File: src/rtl/uart_tx.sv
// UART transmitter: 1 start bit, WIDTH data bits LSB first, optional even parity, STOP_BITS stop bits.
// Define UART_TX_PARITY_EN to insert an even-parity bit between the data and stop bits.
`timescale 1ns/1ps

module uart_tx #(
   parameter int WIDTH        = 8,
   parameter int CLKS_PER_BIT = 16,
   parameter int STOP_BITS    = 1
) (
   input  logic             clk,
   input  logic             rst,
   input  logic [WIDTH-1:0] in_dat,
   input  logic             in_val,
   output logic             in_rdy,
   output logic             tx,
   output logic             busy
);

   localparam int CW = (CLKS_PER_BIT > 1) ? $clog2(CLKS_PER_BIT) : 1;
   localparam int BW = (WIDTH > 1) ? $clog2(WIDTH) : 1;
   localparam logic [CW-1:0] CYC_LAST  = CW'(CLKS_PER_BIT - 1);
   localparam logic [BW-1:0] BIT_LAST  = BW'(WIDTH - 1);
   localparam logic [BW-1:0] STOP_LAST = BW'(STOP_BITS - 1);

`ifdef UART_TX_PARITY_EN
   typedef enum logic [2:0] {IDLE, START, DATA, PARITY, STOP} state_t;
`else
   typedef enum logic [1:0] {IDLE, START, DATA, STOP} state_t;
`endif

   state_t           state;
   logic [CW-1:0]    cyc_cnt;
   logic [BW-1:0]    bit_cnt;
   logic [WIDTH-1:0] shift;
   logic [WIDTH-1:0] shift_next;
`ifdef UART_TX_PARITY_EN
   logic             parity;
`endif

   assign shift_next = shift >> 1;

   // bit_cnt counts data bits in DATA and is reused to count stop bits in STOP
   always_ff @(posedge clk or posedge rst) begin
      if (rst) begin
         state   <= IDLE;
         tx      <= 1'b1;
         in_rdy  <= 1'b0;
         busy    <= 1'b0;
         cyc_cnt <= '0;
         bit_cnt <= '0;
         shift   <= '0;
`ifdef UART_TX_PARITY_EN
         parity  <= 1'b0;
`endif
      end else begin
         case (state)
            IDLE: begin
               tx      <= 1'b1;
               busy    <= 1'b0;
               cyc_cnt <= '0;
               bit_cnt <= '0;
               if (in_rdy && in_val) begin
                  shift  <= in_dat;
`ifdef UART_TX_PARITY_EN
                  parity <= ^in_dat;
`endif
                  in_rdy <= 1'b0;
                  busy   <= 1'b1;
                  tx     <= 1'b0;
                  state  <= START;
               end else begin
                  in_rdy <= 1'b1;
               end
            end

            START: begin
               if (cyc_cnt == CYC_LAST) begin
                  cyc_cnt <= '0;
                  tx      <= shift[0];
                  state   <= DATA;
               end else begin
                  cyc_cnt <= cyc_cnt + CW'(1);
               end
            end

            DATA: begin
               if (cyc_cnt == CYC_LAST) begin
                  cyc_cnt <= '0;
                  shift   <= shift_next;
                  if (bit_cnt == BIT_LAST) begin
                     bit_cnt <= '0;
`ifdef UART_TX_PARITY_EN
                     tx      <= parity;
                     state   <= PARITY;
`else
                     tx      <= 1'b1;
                     state   <= STOP;
`endif
                  end else begin
                     bit_cnt <= bit_cnt + BW'(1);
                     tx      <= shift_next[0];
                  end
               end else begin
                  cyc_cnt <= cyc_cnt + CW'(1);
               end
            end

`ifdef UART_TX_PARITY_EN
            PARITY: begin
               if (cyc_cnt == CYC_LAST) begin
                  cyc_cnt <= '0;
                  tx      <= 1'b1;
                  state   <= STOP;
               end else begin
                  cyc_cnt <= cyc_cnt + CW'(1);
               end
            end
`endif

            STOP: begin
               if (cyc_cnt == CYC_LAST) begin
                  cyc_cnt <= '0;
                  if (bit_cnt == STOP_LAST) begin
                     bit_cnt <= '0;
                     in_rdy  <= 1'b1;
                     busy    <= 1'b0;
                     state   <= IDLE;
                  end else begin
                     bit_cnt <= bit_cnt + BW'(1);
                  end
               end else begin
                  cyc_cnt <= cyc_cnt + CW'(1);
               end
            end

            default: state <= IDLE;
         endcase
      end
   end

endmodule

File: config.mk
export PLATFORM = sky130hd
export DESIGN_NAME = uart_tx
export DESIGN_NICKNAME = d
export VERILOG_FILES = /design/src/rtl/uart_tx.sv
export SDC_FILE = /design/constraint.sdc
export NUM_CORES = 1
export LEC_CHECK = 0
export ABC_AREA = 1
export CAP_MARGIN = 30
export CORE_MARGIN = 8
export CORE_UTILIZATION = 55
export CTS_CLUSTER_DIAMETER = 30
export DETAILED_ROUTE_END_ITERATION = 8
export PLACE_DENSITY = 0.79
export SYNTH_ARGS = -nofsm -noshare
export SYNTH_HDL_FRONTEND = slang
export SYNTH_SLANG_ARGS = --single-unit
File: constraint.sdc
create_clock -name clk -period 3.3 [get_ports clk]
set_input_delay 0.66 -clock clk [delete_from_list [all_inputs] [get_ports clk]]
set_output_delay 0.66 -clock clk [all_outputs]
set_load 0.1 [all_outputs]
# After elaboration in Yosys (flattened, before gate mapping)

Cells that the tools add are included.

Add/subtract/negate cells: 2
Muxes and demuxes: 29
Equality and inequality tests: 11
Reductions and logical operators: 13

Operators by type and width:

| cell                | number |
|---|---|
| $mux 8              | 2 |
| $pmux 8 s2          | 1 |
| $mux 2              | 6 |
| $mux 3              | 4 |
| $ne 2x2->1 const B  | 6 |
| $reduce_and 3->1    | 4 |
| $mux 1              | 9 |
| $pmux 3 s3          | 1 |
| $pmux 2 s4          | 1 |
| $pmux 4 s2          | 1 |
| $reduce_and 6->1    | 1 |
| $reduce_bool 3->1   | 2 |
| $add 4x1->4 const B | 1 |
| $eq 2x2->1 const B  | 2 |
| $eq 4x4->1 const B  | 1 |
| $mux 4              | 1 |
| $pmux 1 s2          | 2 |
| $reduce_bool 2->1   | 2 |
| $add 3x1->3 const B | 1 |
| $eq 3x3->1 const B  | 1 |
| $logic_not 3->1     | 1 |
| $pmux 1 s3          | 1 |
| $reduce_or 3->1     | 1 |
| $eq 2x1->1 const B  | 1 |
| 2 further kinds     | 2 |

Logic and storage cells: 62
Register bits after elaboration: 20
Bits of input ports: 11
Output and inout bits: 3

# Logic depth before layout (Yosys ltp)

Depth after elaboration: 4
Depth in mapped cells: 10
Mapped depth without buffers: 10

# Worst setup path after synthesis

Ideal clock, no wire load.

Path type: reg2reg
Start point: register in_rdy
End point: register state[1]
Setup time: 117 ps
Stages on the path, launching flop included: 8
Clock period less this slack: 1755 ps
Required time: 3183 ps
Data arrival time: 1638 ps
Slack: 1545 ps
Buffers on the path: 0
Cell sequence: dfrtp_1 nand2_1 nand2_1 nand2_1 nor2_2 nand2_1 nand2_1 nand2_1

Cells in the longest elaborated chain, start to end: 3

Ends and longest elaborated chain:

| item                       | line | text |
|---|---|---|
| start, declared            | 14   | `output logic in_rdy,` |
| start signal, assigned     | 47   | `in_rdy <= 1'b0;` |
| start signal, assigned     | 67   | `in_rdy <= 1'b0;` |
| start signal, assigned     | 72   | `in_rdy <= 1'b1;` |
| $logic_and 1x1->1          | 62   | `if (in_rdy && in_val) begin` |
| $ne 2x2->1 (no line)       | --   |  |
| $reduce_and 6->1 (no line) | --   |  |
| end signal, assigned       | 70   | `state <= START;` |
| end signal, assigned       | 80   | `state <= DATA;` |
| end signal, assigned       | 97   | `state <= STOP;` |
| end, declared              | 31   | `state_t state;` |

No other way between the ends.
A chain may end at the register's enable or synchronous reset.

# Worst setup path after layout

Start point: register tx
End point: output tx

RTL lines:

| item                   | line | text |
|---|---|---|
| start, declared        | 15   | `output logic tx,` |
| start signal, assigned | 79   | `tx <= shift[0];` |
| start signal, assigned | 101  | `tx <= shift_next[0];` |

No word-level cell between the ends.

==> flow_summary.toml <==
[timing]
worst_slack_ps = 1500
setup_viol = 0
hold_violations = 0
period_minus_slack_ps = 1800
drv_slew = 0
worstMarginPinSlew_ps = 759
fin_crit_sh_pct = 54.4
clock-skew-final_ps = 2.31
fmax_mhz = 557
slew_headroom_pct = 49.4
finalSetupTns_ps = 0
rsz0062_at_grt = "false"

[critical_path]
crit_fanout = 2
critPathLaunchType = "flop"
critical_path_required_ps = 2640
crit_path_end_kind = "primary output"
crit_slowest_cell = "dfstp_2"
critPathKind = "flop to primary output"
cp_top_family = "flip-flops"
worstPathArrival_ps = 1140
critPathMaxStageDelay_ps = 550
crit_chain = "buf_4"
crit_buf_inv = 1

[global_routing]
grt_pass1_vias = 971
antenna_found_initial = 0
grt_max_degree = 21
busiest_layer = "met2"
grt_overflow = 0
gr-usage-met2_pct = 22.2
track_usage_pct = 12.3
met1_usage_pct = 12.8
grt_pass1_wl_um = 4060
use_met3_pct = 3.23

[logic_synthesis]
syn_inst = 153
ys_ff_latch = 20
netlist_area_um2 = 1210
synth.distinct_cells = 20
yosysSeqAreaShare_pct = 41.5
syn_nets = 173
yosysWarnings = 0
syn_avg_cell_area_um2 = 7.91

[drt]
drc = 0
wl_um = 2220
drtIter0Drc = 41
via_count = 944
dr.pass1.iters = 4
ant_nets = 0
wire_per_inst_um = 11.3
avgViaCountPerCell = 4.82

[power]
p_sw_uw = 693
p_clk_share_pct = 8.8
seqPwrFrac_pct = 31.7
p_sw_share_pct = 51.0
power_frac_comb_pct = 59.5
p_int_uw = 666
power_density_nw_per_um2 = 998
leakage_nw = 0.747
total_power_mw = 1.36
vdd_drop_max_mv = 0.759

[cts]
numCtsBuffers = 3
cts_tree = "built"
htreeDepth = 1
cts_sinks = 20
cts_resized = 0
clockBufferDepth = 2
clock-root-buffer = "clkbuf_4"
post_cts.repair.setup_buffers = 0
clkTransAtPathRegs_ps = 110
clkLatencyLatePin_ps = 300
hold_buffers = 0

[layout]
area_growth_pct = 12.6
multi_input_area_um2 = 592
nets = 189
final_cell_count_no_fill = 196
fillCellCount = 200
drive_gt1_share_pct = 15.5
antenna_cells = 0
final_cell_mix = "nand2_1, inv_1, dfrtp_1"
final_common_cell = "nand2_1"
seqCellArea_um2 = 502

[outcome]
status = "completed"

[placement]
dp_hpwl_um = 1730
placed_cells_incl_taps = 192
io_buffers = 13
place_congestion = 0.918
dp_slack_ps = 1420

[floorplan]
die_h_um = 62.9
std_cell_rows = 17
chipWidth_um = 62.9
core_area_um2 = 2150
design.die.area_um2 = 3960
pin_count = 14
initial_core_util_pct = 56.3

[job]
maxCapViolCount = 0

[worst_hold_path]
hold_path.class = "flop to flop"
-- through the flow --
stage / hold WS (ps) / util, % / cell area [µm²]
after floorplan: 430 / - / 1210
after global placement: 450 / 62.2 / 1340
after detailed placement: 469 / 62.2 / 1340
after CTS: 485 / 63.4 / 1360
after global routing: 502 / 63.4 / 1360
final: 477 / 63.4 / 1360
-- final timing paths --
check                           depth (start not counted)  slack [ps]    endpoint       start
worst max-delay path                                    1        1500          tx          tx
worst min-delay path                                    1         480  cyc_cnt[0]  cyc_cnt[0]
worst max register to register                         10        1620    state[0]    state[0]
worst min register to register                          1         480  cyc_cnt[0]  cyc_cnt[0]
max in group asynchronous                               2        2050        busy         rst
min in group asynchronous                               2         780    shift[4]         rst
-- worst reg2reg max path, cell delays in order, from the launching register on --
cell     delay, ps
dfrtp_1        450
inv_1          110
ha_1           280
inv_2          230
nand2_1         80
nand2_1         90
inv_1           50
nor2_2         110
nand2_1         80
nand2_1         60
nand2_1         50
-- power by group through the flow --
stage	Sequential [mW]	Combinational [mW]	Clock, mW
after floorplan	0.538	0.606	0
after global placement	0.427	0.795	0
after detailed placement	0.437	0.815	0
after CTS	0.431	0.820	0.125
after global routing	0.445	0.920	0.131
final	0.431	0.809	0.120
-- synthesized netlist by cell type --
cell type | count | share of area (%)
a21oi_1 | 1 | 0.41
buf_12 | 1 | 1.7
buf_6 | 1 | 0.93
dfrtp_1 | 19 | 39
dfstp_2 | 1 | 2.2
ha_1 | 9 | 9.3
inv_1 | 20 | 6.2
inv_2 | 1 | 0.31
inv_4 | 1 | 0.52
nand2_1 | 55 | 17
nand2_2 | 7 | 3.6
nand3_1 | 8 | 3.3
nand3_2 | 1 | 0.83
nand3_4 | 1 | 1.4
nor2_1 | 8 | 2.5
nor2_2 | 1 | 0.52
o21ai_0 | 10 | 4.1
o21ai_2 | 6 | 4.3
or2_4 | 1 | 0.72
xor2_1 | 1 | 0.72
-- kinds of logic after synthesis --
logic type | Yosys count | synth area share, %
AO/OA/AOI/OAI | 17 | 8.89
XOR/XNOR | 1 | 0.724
adder cells (fa/ha/maj) | 9 | 9.31
buffers and inverters | 24 | 9.62
flip-flops | 20 | 41.5
AND/OR/NAND/NOR | 82 | 30.0
-- layer usage --
metal	vias to the layer above	wire (µm)
li1	498	-
met1	424	1050
met4	0	43
met5	-	0
met2	17	1030
met3	5	97
-- final cells by class --
| type | count | share of cell area (%) |
|---|---|---|
| Timing Repair Buffer | 13 | 9.00 |
| Multi-Input combinational cell | 109 | 43.4 |
| Sequential cell | 20 | 36.8 |
| Clock buffer | 4 | 1.93 |
| Inverter | 22 | 6.24 |
| Tap cell | 28 | 2.57 |
-- registers in the layout (all words and copies together) (netlist names) --
name	cells
bit_cnt	3
tx	1
busy	1
shift	8
cyc_cnt	4
in_rdy	1
state	2
Note: power is estimated with default switching activity, not from simulation.
